$ cat src/rtl/csr_pkg.sv
// Shared machine-mode CSR definitions: addresses, write-op encoding,
// mstatus field positions, sequencer states and the read-lookup record.
package csr_pkg;

   localparam logic [11:0] CSR_MSTATUS    = 12'h300;
   localparam logic [11:0] CSR_MIE        = 12'h304;
   localparam logic [11:0] CSR_MTVEC      = 12'h305;
   localparam logic [11:0] CSR_MSCRATCH   = 12'h340;
   localparam logic [11:0] CSR_MEPC       = 12'h341;
   localparam logic [11:0] CSR_MCAUSE     = 12'h342;
   localparam logic [11:0] CSR_MTVAL      = 12'h343;
   localparam logic [11:0] CSR_MIP        = 12'h344;
   localparam logic [11:0] CSR_MCYCLE     = 12'hB00;
   localparam logic [11:0] CSR_MINSTRET   = 12'hB02;
   localparam logic [11:0] CSR_MHPM_BASE  = 12'hB03;
   localparam logic [11:0] CSR_MCYCLEH    = 12'hB80;
   localparam logic [11:0] CSR_MINSTRETH  = 12'hB82;
   localparam logic [11:0] CSR_MHPMH_BASE = 12'hB83;
   localparam logic [11:0] CSR_CYCLE      = 12'hC00;
   localparam logic [11:0] CSR_INSTRET    = 12'hC02;
   localparam logic [11:0] CSR_CYCLEH     = 12'hC80;
   localparam logic [11:0] CSR_INSTRETH   = 12'hC82;

   typedef enum logic [1:0] {
      WR_NONE = 2'b00,
      WR_RW   = 2'b01,
      WR_RS   = 2'b10,
      WR_RC   = 2'b11
   } wr_op_e;

   localparam int MSTATUS_MIE  = 3;
   localparam int MSTATUS_MPIE = 7;
   localparam int MSTATUS_MPP  = 11;

   // MPP is hardwired to machine mode, so it lives in the reset value and is OR-ed back on every write
   localparam logic [31:0] MSTATUS_RESET = 32'h3 << MSTATUS_MPP;
   localparam logic [31:0] MSTATUS_WMASK = (32'h1 << MSTATUS_MIE) | (32'h1 << MSTATUS_MPIE);
   localparam logic [31:0] MEPC_MASK     = 32'hFFFF_FFFC;

   typedef enum logic [1:0] {
      ST_IDLE = 2'b00,
      ST_TRAP = 2'b01,
      ST_MRET = 2'b10
   } csr_state_e;

   typedef struct packed {
      logic        hit;
      logic [31:0] data;
   } csr_rd_t;

   function automatic logic [31:0] csr_apply_op(input wr_op_e op, input logic [31:0] old_v,
                                                input logic [31:0] src);
      case (op)
         WR_RW:   return src;
         WR_RS:   return old_v | src;
         WR_RC:   return old_v & ~src;
         default: return old_v;
      endcase
   endfunction

endpackage

$ cat src/rtl/csr_counter64.sv
// 64-bit event counter with a per-word write port; a write to a word
// overrides that word's increment for the cycle.
module csr_counter64 (
   input  logic        clk_i,
   input  logic        rst_ni,
   input  logic        inc_i,
   input  logic        we_lo_i,
   input  logic        we_hi_i,
   input  logic [31:0] wdata_i,
   output logic [63:0] value_o
);

   logic [31:0] lo_q, lo_d;
   logic [31:0] hi_q, hi_d;
   logic        carry;

   always_comb begin
      // a written low word never carries into the high word that cycle
      carry = inc_i & (&lo_q) & ~we_lo_i;
      lo_d  = we_lo_i ? wdata_i : lo_q + {31'b0, inc_i};
      hi_d  = we_hi_i ? wdata_i : hi_q + {31'b0, carry};
   end

   always_ff @(posedge clk_i or negedge rst_ni) begin
      if (!rst_ni) begin
         lo_q <= '0;
         hi_q <= '0;
      end else begin
         lo_q <= lo_d;
         hi_q <= hi_d;
      end
   end

   assign value_o = {hi_q, lo_q};

endmodule

$ cat src/rtl/csr_file.sv
// Machine-mode CSR file: combinational read port, writeback-stage write port,
// 64-bit counters and a small trap/mret sequencer producing a pc redirect.
module csr_file
   import csr_pkg::*;
#(
   parameter int XLEN        = 32,
   parameter int NUM_HPM     = 2,
   parameter bit VECTORED_EN = 1'b1
) (
   input  logic            clk,
   input  logic            reset,
   input  logic [11:0]     rd_addr,
   output logic [XLEN-1:0] rd_data,
   output logic            rd_illegal,
   input  logic            wr_en,
   input  logic [1:0]      wr_op,
   input  logic [11:0]     wr_addr,
   input  logic [XLEN-1:0] wr_data,
   output logic            wr_illegal,
   input  logic            instret,
   input  logic            trap_valid,
   input  logic [XLEN-1:0] trap_cause,
   input  logic [XLEN-1:0] trap_pc,
   input  logic [XLEN-1:0] trap_tval,
   input  logic            mret_valid,
   output logic            redirect_valid,
   output logic [XLEN-1:0] redirect_pc,
   output logic            mie_global
);

   localparam int          HPM_SZ     = (NUM_HPM > 0) ? NUM_HPM : 1;
   localparam logic [31:0] MTVEC_MASK = VECTORED_EN ? 32'hFFFF_FFFD : 32'hFFFF_FFFC;

   csr_state_e  state_q, state_d;
   logic [31:0] mstatus_q, mstatus_d;
   logic [31:0] mie_q, mie_d;
   logic [31:0] mtvec_q, mtvec_d;
   logic [31:0] mscratch_q, mscratch_d;
   logic [31:0] mepc_q, mepc_d;
   logic [31:0] mcause_q, mcause_d;
   logic [31:0] mtval_q, mtval_d;
   logic [31:0] redirect_pc_q, redirect_pc_d;

   logic [63:0]        mcycle_v, minstret_v;
   logic [63:0]        hpm_v [HPM_SZ];
   logic               cyc_we_lo, cyc_we_hi, ins_we_lo, ins_we_hi;
   logic [HPM_SZ-1:0]  hpm_we_lo, hpm_we_hi;

   csr_rd_t     rd_lk, wr_lk;
   wr_op_e      op_w;
   logic        wr_req, wr_ro, wr_nochange, wr_bad;
   logic        trap_acc, mret_acc, wr_acc;
   logic [31:0] wr_new, trap_base, trap_target;

   function automatic csr_rd_t csr_lookup(input logic [11:0] a);
      csr_rd_t r;
      r.hit  = 1'b1;
      r.data = '0;
      case (a)
         CSR_MSTATUS:               r.data = mstatus_q;
         CSR_MIE:                   r.data = mie_q;
         CSR_MTVEC:                 r.data = mtvec_q;
         CSR_MSCRATCH:              r.data = mscratch_q;
         CSR_MEPC:                  r.data = mepc_q;
         CSR_MCAUSE:                r.data = mcause_q;
         CSR_MTVAL:                 r.data = mtval_q;
         CSR_MIP:                   r.data = '0;
         CSR_MCYCLE, CSR_CYCLE:     r.data = mcycle_v[31:0];
         CSR_MCYCLEH, CSR_CYCLEH:   r.data = mcycle_v[63:32];
         CSR_MINSTRET, CSR_INSTRET: r.data = minstret_v[31:0];
         CSR_MINSTRETH, CSR_INSTRETH: r.data = minstret_v[63:32];
         default: begin
            r.hit = 1'b0;
            for (int i = 0; i < HPM_SZ; i++) begin
               if (i < NUM_HPM) begin
                  if (a == CSR_MHPM_BASE + 12'(i)) begin
                     r.hit  = 1'b1;
                     r.data = hpm_v[i][31:0];
                  end
                  if (a == CSR_MHPMH_BASE + 12'(i)) begin
                     r.hit  = 1'b1;
                     r.data = hpm_v[i][63:32];
                  end
               end
            end
         end
      endcase
      return r;
   endfunction

   always_comb begin
      rd_lk = csr_lookup(rd_addr);
      wr_lk = csr_lookup(wr_addr);
   end

   assign rd_data    = rd_lk.data;
   assign rd_illegal = ~rd_lk.hit;

   // set/clear with a zero mask is a pure read and is legal on read-only CSRs
   always_comb begin
      op_w        = wr_op_e'(wr_op);
      wr_req      = wr_en & (op_w != WR_NONE);
      wr_ro       = (wr_addr[11:10] == 2'b11);
      wr_nochange = (op_w != WR_RW) && (wr_data == '0);
      wr_bad      = ~wr_lk.hit | (wr_ro & ~wr_nochange);
      trap_acc    = trap_valid & (state_q == ST_IDLE);
      mret_acc    = mret_valid & (state_q == ST_IDLE) & ~trap_valid;
      wr_acc      = wr_req & ~wr_bad & ~trap_acc & ~mret_acc;
      wr_new      = csr_apply_op(op_w, wr_lk.data, wr_data);
      trap_base   = {mtvec_q[31:2], 2'b00};
      trap_target = ((mtvec_q[1:0] == 2'b01) && trap_cause[31])
                    ? trap_base + {25'b0, trap_cause[4:0], 2'b00} : trap_base;
   end

   assign wr_illegal = wr_req & wr_bad;

   always_comb begin
      state_d       = ST_IDLE;
      mstatus_d     = mstatus_q;
      mie_d         = mie_q;
      mtvec_d       = mtvec_q;
      mscratch_d    = mscratch_q;
      mepc_d        = mepc_q;
      mcause_d      = mcause_q;
      mtval_d       = mtval_q;
      redirect_pc_d = redirect_pc_q;
      cyc_we_lo     = 1'b0;
      cyc_we_hi     = 1'b0;
      ins_we_lo     = 1'b0;
      ins_we_hi     = 1'b0;
      hpm_we_lo     = '0;
      hpm_we_hi     = '0;
      if (trap_acc) begin
         state_d                = ST_TRAP;
         mepc_d                 = trap_pc & MEPC_MASK;
         mcause_d               = trap_cause;
         mtval_d                = trap_tval;
         mstatus_d[MSTATUS_MPIE] = mstatus_q[MSTATUS_MIE];
         mstatus_d[MSTATUS_MIE]  = 1'b0;
         redirect_pc_d          = trap_target;
      end else if (mret_acc) begin
         state_d                = ST_MRET;
         mstatus_d[MSTATUS_MIE]  = mstatus_q[MSTATUS_MPIE];
         mstatus_d[MSTATUS_MPIE] = 1'b1;
         redirect_pc_d          = mepc_q;
      end else if (wr_acc) begin
         case (wr_addr)
            CSR_MSTATUS:   mstatus_d  = (wr_new & MSTATUS_WMASK) | MSTATUS_RESET;
            CSR_MIE:       mie_d      = wr_new;
            CSR_MTVEC:     mtvec_d    = wr_new & MTVEC_MASK;
            CSR_MSCRATCH:  mscratch_d = wr_new;
            CSR_MEPC:      mepc_d     = wr_new & MEPC_MASK;
            CSR_MCAUSE:    mcause_d   = wr_new;
            CSR_MTVAL:     mtval_d    = wr_new;
            CSR_MCYCLE:    cyc_we_lo  = 1'b1;
            CSR_MCYCLEH:   cyc_we_hi  = 1'b1;
            CSR_MINSTRET:  ins_we_lo  = 1'b1;
            CSR_MINSTRETH: ins_we_hi  = 1'b1;
            default: begin
               for (int i = 0; i < HPM_SZ; i++) begin
                  if (i < NUM_HPM) begin
                     hpm_we_lo[i] = (wr_addr == CSR_MHPM_BASE + 12'(i));
                     hpm_we_hi[i] = (wr_addr == CSR_MHPMH_BASE + 12'(i));
                  end
               end
            end
         endcase
      end
   end

   always_ff @(posedge clk or negedge reset) begin
      if (!reset) begin
         state_q       <= ST_IDLE;
         mstatus_q     <= MSTATUS_RESET;
         mie_q         <= '0;
         mtvec_q       <= '0;
         mscratch_q    <= '0;
         mepc_q        <= '0;
         mcause_q      <= '0;
         mtval_q       <= '0;
         redirect_pc_q <= '0;
      end else begin
         state_q       <= state_d;
         mstatus_q     <= mstatus_d;
         mie_q         <= mie_d;
         mtvec_q       <= mtvec_d;
         mscratch_q    <= mscratch_d;
         mepc_q        <= mepc_d;
         mcause_q      <= mcause_d;
         mtval_q       <= mtval_d;
         redirect_pc_q <= redirect_pc_d;
      end
   end

   csr_counter64 u_mcycle (
      .clk_i(clk), .rst_ni(reset), .inc_i(1'b1),
      .we_lo_i(cyc_we_lo), .we_hi_i(cyc_we_hi), .wdata_i(wr_new), .value_o(mcycle_v)
   );

   csr_counter64 u_minstret (
      .clk_i(clk), .rst_ni(reset), .inc_i(instret),
      .we_lo_i(ins_we_lo), .we_hi_i(ins_we_hi), .wdata_i(wr_new), .value_o(minstret_v)
   );

   // hpm counters have no event source and only change when written
   for (genvar g = 0; g < HPM_SZ; g++) begin : g_hpm
      if (g < NUM_HPM) begin : g_cnt
         csr_counter64 u_hpm (
            .clk_i(clk), .rst_ni(reset), .inc_i(1'b0),
            .we_lo_i(hpm_we_lo[g]), .we_hi_i(hpm_we_hi[g]), .wdata_i(wr_new), .value_o(hpm_v[g])
         );
      end else begin : g_none
         assign hpm_v[g] = '0;
      end
   end

   assign redirect_valid = (state_q != ST_IDLE);
   assign redirect_pc    = redirect_pc_q;
   assign mie_global     = mstatus_q[MSTATUS_MIE];

endmodule
$ cat config.mk
export PLATFORM = sky130hd
export DESIGN_NAME = csr_file
export DESIGN_NICKNAME = d
export VERILOG_FILES = /design/src/rtl/csr_pkg.sv /design/src/rtl/csr_counter64.sv /design/src/rtl/csr_file.sv
export SDC_FILE = /design/constraint.sdc
export NUM_CORES = 1
export LEC_CHECK = 0
export BUFFER_PORTS_ARGS = -buffer_cell sky130_fd_sc_hd__buf_4
export CELL_PAD_IN_SITES_DETAIL_PLACEMENT = 1
export CELL_PAD_IN_SITES_GLOBAL_PLACEMENT = 1
export CORE_ASPECT_RATIO = 0.6
export CORE_UTILIZATION = 30
export DETAILED_ROUTE_END_ITERATION = 8
export PLACE_DENSITY_LB_ADDON = 0.08
export RECOVER_POWER = 25
export SETUP_SLACK_MARGIN = 0.1
export SLEW_MARGIN = 15
export SYNTH_ARGS = -nofsm -noshare
export SYNTH_HDL_FRONTEND = slang
export SYNTH_HIERARCHICAL = 1
export SYNTH_SLANG_ARGS = --single-unit
export TNS_END_PERCENT = 50
$ cat constraint.sdc
create_clock -name clk -period 6.15 [get_ports clk]
set_clock_uncertainty 0.1 [all_clocks]
set_input_delay 1.23 -clock clk [delete_from_list [all_inputs] [get_ports clk]]
set_output_delay 1.23 -clock clk [all_outputs]
set_load 0.05 [all_outputs]
# Yosys cells after proc, flatten, opt, wreduce, memory -nomap -nowiden
# Index checks and enable logic that the tools add are counted.
[totals]
ramBits = 0
mem_bits_ro = 0
latchBits = 0
wordCells = 190
output_inout_bits = 68
register_bits = 483
n_memories = 0
in_bits = 160
[op_classes]
magnitude_cmp = 0
add_sub_neg = 5
eq_ne = 46
n_div = 0
shifts = 0
muxes = 64
reduce_logical = 33
mul = 0
n_bitwise = 25
[op_table]
columns = ["cell", "count"]
rows = [
  ["$pmux W32 S12", 2],
  ["$mux W32", 19],
  ["$eq A12 B12 Y1 const B", 24],
  ["$mux W33", 8],
  ["$eq A12 B10 Y1 const B", 16],
  ["$add A32 B1 Y32", 3],
  ["$pmux W32 S3", 1],
  ["$reduce_and A32 Y1", 2],
  ["$add A32 B1 Y32 const B", 1],
  ["$add A32 B7 Y32", 1],
  ["$and A32 B32 Y32", 1],
  ["$logic_not A32 Y1", 1],
  ["$not A32 Y32", 1],
  ["$or A32 B32 Y32", 1],
  ["$reduce_or A16 Y1", 2],
  ["$mux W1", 22],
  ["$mux W2", 10],
  ["$mux W8", 2],
  ["$reduce_or A2 Y1", 8],
  ["$reduce_bool A2 Y1", 7],
  ["$and A1 B1 Y1", 12],
  ["$reduce_and A4 Y1", 3],
  ["$reduce_or A11 Y1", 1],
  ["$not A1 Y1", 9],
  ["other kinds (10)", 16],
]

# Longest topological paths before layout
[logic_depth]
depth_word = 19
ltp_mapped = 21
depth_no_buf = 17

# Hierarchy
# Netlist, hierarchy kept.
[modules_own_cells]
columns = ["mod", "instances", "area_each_um2", "cells_per_inst", "seq_area_each_um2"]
rows = [
  ["csr_file", 1, 17758.3, 2169, 5580.4],
  ["csr_counter64", 4, 3794.9, 429, 1601.5],
]

# Least setup slack after synthesis
# Ideal clock, no wire load.
[synth_path]
kind = "input-to-reg"
startpoint = "input mret_valid"
endpoint = "register u_mcycle.hi_q[28]"
arrival_ps = 5298
stages = 17
setup_slack_ps = 670
setup_ps = 82
required_ps = 5968
n_path_buf = 2
path_cell_list = "clkbuf_1 nor4b_1 nor3_1 o211ai_4 or3_1 nor2_1 clkbuf_1 nand4b_1 nor4_1 nand4_1 nor3_1 ha_1 ha_1 nand4_2 or4_4 or4_1 a31oi_1"
[synth_between]
elab_chain_cells = 11
[synth_lines]
columns = ["element", "line_no", "text"]
rows = [
  ["from (decl)", "csr_file.sv:25", "input logic mret_valid,"],
  ["$and A1 B1 Y1 (*) (2 in series)", "csr_file.sv:107", "mret_acc = mret_valid & (state_q == ST_IDLE) & ~trap_valid;"],
  ["$not A1 Y1 (no source line)", "-", ""],
  ["$and A1 B1 Y1", "csr_file.sv:108", "wr_acc = wr_req & ~wr_bad & ~trap_acc & ~mret_acc;"],
  ["$mux W1", "csr_file.sv:146", "end else if (wr_acc) begin"],
  ["$mux W1 (*)", "csr_file.sv:141", "end else if (mret_acc) begin"],
  ["$mux W1 (*)", "csr_file.sv:133", "if (trap_acc) begin"],
  ["net cyc_we_lo", "csr_file.sv:46", "logic cyc_we_lo, cyc_we_hi, ins_we_lo, ins_we_hi;"],
  ["$not A1 Y1 (*)", "csr_counter64.sv:19", "carry = inc_i & (&lo_q) & ~we_lo_i;"],
  ["$and A1 B1 Y1 (*)", "csr_counter64.sv:19", ""],
  ["$add A32 B1 Y32 (*)", "csr_counter64.sv:21", "hi_d = we_hi_i ? wdata_i : hi_q + {31'b0, carry};"],
  ["$mux W32 (*)", "csr_counter64.sv:21", ""],
  ["net u_mcycle.hi_d[28]", "csr_counter64.sv:14", "logic [31:0] hi_q, hi_d;"],
  ["to (signal assigned)", "csr_counter64.sv:30", "hi_q <= hi_d;"],
  ["to (decl)", "csr_counter64.sv:14", ""],
]
# The timed path passes the listed nets; every way through them passes the cells marked *.
# A chain may end at the register's enable or synchronous reset.

# Final worst setup path
[layout_path]
startpoint = "input wr_data[5]"
endpoint = "register u_mcycle.hi_q[24]"
[layout_between]
elab_chain_cells = 16
[layout_lines]
columns = ["element", "line_no", "text"]
rows = [
  ["from (decl)", "csr_file.sv:18", "input logic [XLEN-1:0] wr_data,"],
  ["$logic_not A32 Y1", "csr_file.sv:104", "wr_nochange = (op_w != WR_RW) && (wr_data == '0);"],
  ["$logic_and A1 B1 Y1", "csr_file.sv:104", ""],
  ["$not A1 Y1", "csr_file.sv:105", "wr_bad = ~wr_lk.hit | (wr_ro & ~wr_nochange);"],
  ["$and A1 B1 Y1", "csr_file.sv:105", ""],
  ["$or A1 B1 Y1", "csr_file.sv:105", ""],
  ["$not A1 Y1", "csr_file.sv:108", ""],
  ["$and A1 B1 Y1 (3 in series)", "csr_file.sv:108", ""],
  ["$mux W1", "csr_file.sv:146", ""],
  ["$mux W1", "csr_file.sv:141", ""],
  ["$mux W1", "csr_file.sv:133", ""],
  ["net cyc_we_lo", "csr_file.sv:46", ""],
  ["$not A1 Y1", "csr_counter64.sv:19", ""],
  ["$and A1 B1 Y1", "csr_counter64.sv:19", ""],
  ["$add A32 B1 Y32", "csr_counter64.sv:21", ""],
  ["$mux W32", "csr_counter64.sv:21", ""],
  ["net u_mcycle.hi_d[24]", "csr_counter64.sv:14", ""],
]
# The timed path passes the listed nets, and every way through them passes these cells.

==> results.json <==
{
  "drt-pass1-iter-count": 6,
  "mostFrequentLayoutCells": "dfrtp_1 (479), nand2_1 (412), buf_4 (375), o21ai_0 (267), nor2_1 (252)",
  "syn_to_final_growth_pct": 17.28,
  "fin_crit_sh": 0.9071,
  "io_buffers": 223,
  "crit_slowest_cell": "nor4_1",
  "die_w_um": 429.8,
  "post_cts_buffers": 0,
  "drt.antenna.violating_nets": 0,
  "syn-cell-area_sq_mm": 0.03294,
  "cp_max_fo": 16,
  "final-hold-violation-count": 0,
  "clk_latency_ps": 670,
  "start_util": 0.3047,
  "critPathCaptureType": "flip-flop",
  "routedWlPerCell_um": 35.32,
  "synthCells": 3885,
  "nNetsFinal": 4222,
  "synth_edf_count": 0,
  "antenna_found_initial": 10,
  "core_sq_mm": 0.1081,
  "root_buffer": "clkbuf_16",
  "drv_slew": 212,
  "die_area_sq_mm": 0.1112,
  "ctsHoldBuffers": 0,
  "synth_ff_type": "dfrtp_1",
  "place.gp.congestion": 0.9933,
  "final_common_cell": "dfrtp_1",
  "max-slew-margin-rel": -2.217,
  "path_class": "input port to flip-flop",
  "route.vias.total": 36160,
  "cts.sinks": 479,
  "routed_wl_mm": 194.8,
  "tns_ps": 0,
  "netlist.area_leader.share": 0.3639,
  "grt_pass1_wl_mm": 271.1,
  "ys_ff_latch": 479,
  "cts_tree": "yes",
  "yosysTopAreaCell": "dfrtp_1",
  "synthTopCellsByArea": "dfrtp_1 (36%), nand2_1 (4.7%), o21ai_0 (4.1%)",
  "htree_levels": 2,
  "yosys_warnings": 6,
  "synth_sequential_area_ratio": 0.3639,
  "critical_path.max_stage_delay_ps": 800,
  "cts_buffers": 55,
  "cts_resized": 0,
  "clock_tree.buffer_depth": 3,
  "path_buf_inv": 1,
  "fin_crit_ps": 5578,
  "post-place-ws_ps": 228.8,
  "synth_area_per_cell_sq_um": 8.478,
  "cp_cell_sequence": "buf_4 -> nor4_1 -> nand3_1 -> o311ai_1 -> o211ai_4 -> or3_1 -> nor2_2 -> nand4b_1 -> nor4_1 -> nand4_1 -> nor3_1 -> ha_1 -> ha_1 -> nand4_2 -> or4_4 -> o21ai_0 -> a31oi_1",
  "fin_util": 0.3573,
  "worstPathArrival_ps": 6050,
  "violations": "max-capacitance violations, max-slew violations",
  "hpwlAfterDp_mm": 149.2,
  "drive_gt1_frac": 0.1680,
  "cp.required_ps": 6620,
  "drt-vias-per-instance": 6.554,
  "num_rows": 93,
  "grt_usage": 0.3408,
  "rsz0062_at_grt": "no",
  "final-setup-viol-count": 0,
  "grt_max_degree": 111,
  "tightest_slew_ps": 4826,
  "powerDensity_mw_per_mm2": 225.8,
  "startpoint_type": "input port",
  "synth.distinct_cells": 94,
  "die_h_um": 258.7,
  "largest_registers": "g_hpm.g_cnt.u_hpm/hi_q (64), g_hpm.g_cnt.u_hpm/lo_q (64)",
  "drc": 0,
  "power.leakage_nw": 14.83,
  "clkTransAtPathRegs_ps": 70,
  "io_pins": 228,
  "crit_family": "simple AND/OR/NAND/NOR gates",
  "drt_iter0_drc": 4996,
  "max_freq_ghz": 0.1793,
  "ys_async_sr_fraction": 1.000,
  "worst_slack_ps": 571.5,
  "peakVddDrop_uv": 174.1,
  "fin_hold_ws_ps": 393.7,
  "grt_overflow": 0,
  "status": "complete, but fails checks",
  "total_power_mw": 8.722,
  "hp-class": "flip-flop to flip-flop",
  "grt_pass1_vias": 33860,
  "cap_viol_max_count": 3
}
[area by class of cell]
cell class	count	area [sq um]
inverters	99	374.1
flip-flops and latches	479	11990
repair buffers	391	3064
multi-input cells	3014	19560
diodes	8	20.02
clock buffers	87	1719
fillers	12610	69470
well taps	1425	1783
clock inverters	14	126.4
[worst register-to-register path, stage by stage, from the launching register on]
cell and delay, ps:
dfrtp_1 390, nor2_1 100, buf_4 220, nand2_4 80, inv_4 60, nor3_1 80, o211ai_4 110, or3_1 270
nor2_2 90, nand4b_1 240, nor4_1 220, nand4_1 160, nor3_1 250, ha_1 250, ha_1 210, nand4_2 330
or4_4 800, or4_1 520, a31oi_1 170
[cell usage after synthesis (19+ instances only)]
cell / count
a21oi_1: 181
a221o_1: 19
a221oi_1: 76
a222oi_1: 49
a22o_1: 43
a22oi_1: 160
a31oi_1: 148
and2_1: 23
and3_1: 62
and4_1: 25
buf_2: 42
clkbuf_1: 231
dfrtp_1: 479
ha_1: 21
inv_1: 99
mux2_2: 88
mux2i_1: 41
nand2_1: 415
nand2b_1: 20
nand3_1: 160
nand4_1: 92
nor2_1: 261
nor3_1: 65
nor4_1: 68
o211ai_1: 26
o21ai_0: 267
o22ai_1: 46
o31ai_1: 82
or3_1: 52
or4_1: 96
xnor2_1: 102
xor2_1: 35
[layer usage]
metal,vias up,GRT usage,wire length (um)
met5,-,0,23
met4,4,0.09603,5955
met3,281,0.07376,19470
met2,1837,0.4569,76380
met1,18720,0.5330,93020
li1,15320,-,-
[stage by stage]
step	std cells	cell area (sq um)
2_1_floorplan	3891	32960
3_3_place_gp	5408	36790
3_5_place_dp	5408	36790
4_1_cts	5509	38630
5_1_grt	5513	38620
6_report	5517	38630
[logic make-up (layout without fill, tap and decap cells)]
family	Yosys count	after routing	share of synthesized area
xor+xnor	137	137	0.03643
buf+inv	398	591	0.05010
fa+ha+maj	22	22	0.008585
simple gates	1455	1455	0.2340
compound gates	1250	1250	0.2581
flops	479	479	0.3639
other cells	2	16	0.0002280
mux	142	142	0.04870
[path summary, 6_finish.rpt]
kind | startpoint | end | slack, ps | cells after the start
worst max-delay path | wr_data[5] | u_mcycle/hi_q[24] | 570 | 17
worst min-delay path | redirect_pc[6] | redirect_pc[6] | 390 | 2
worst max register to register | state_q[1] | u_mcycle/hi_q[28] | 1430 | 18
worst min register to register | redirect_pc[6] | redirect_pc[6] | 390 | 2
max in group asynchronous | reset | g_hpm[1].g_cnt.u_hpm/lo_q[7] | 830 | 1
min in group asynchronous | reset | u_minstret/lo_q[21] | 2260 | 1
[power by group]
part | internal, mW | switching (mW)
logic | 0.496 | 0.904
clock network | 1.99 | 1.56
registers | 3.39 | 0.386
total | 5.87 | 2.85
Power figures use the tool's default switching activity.
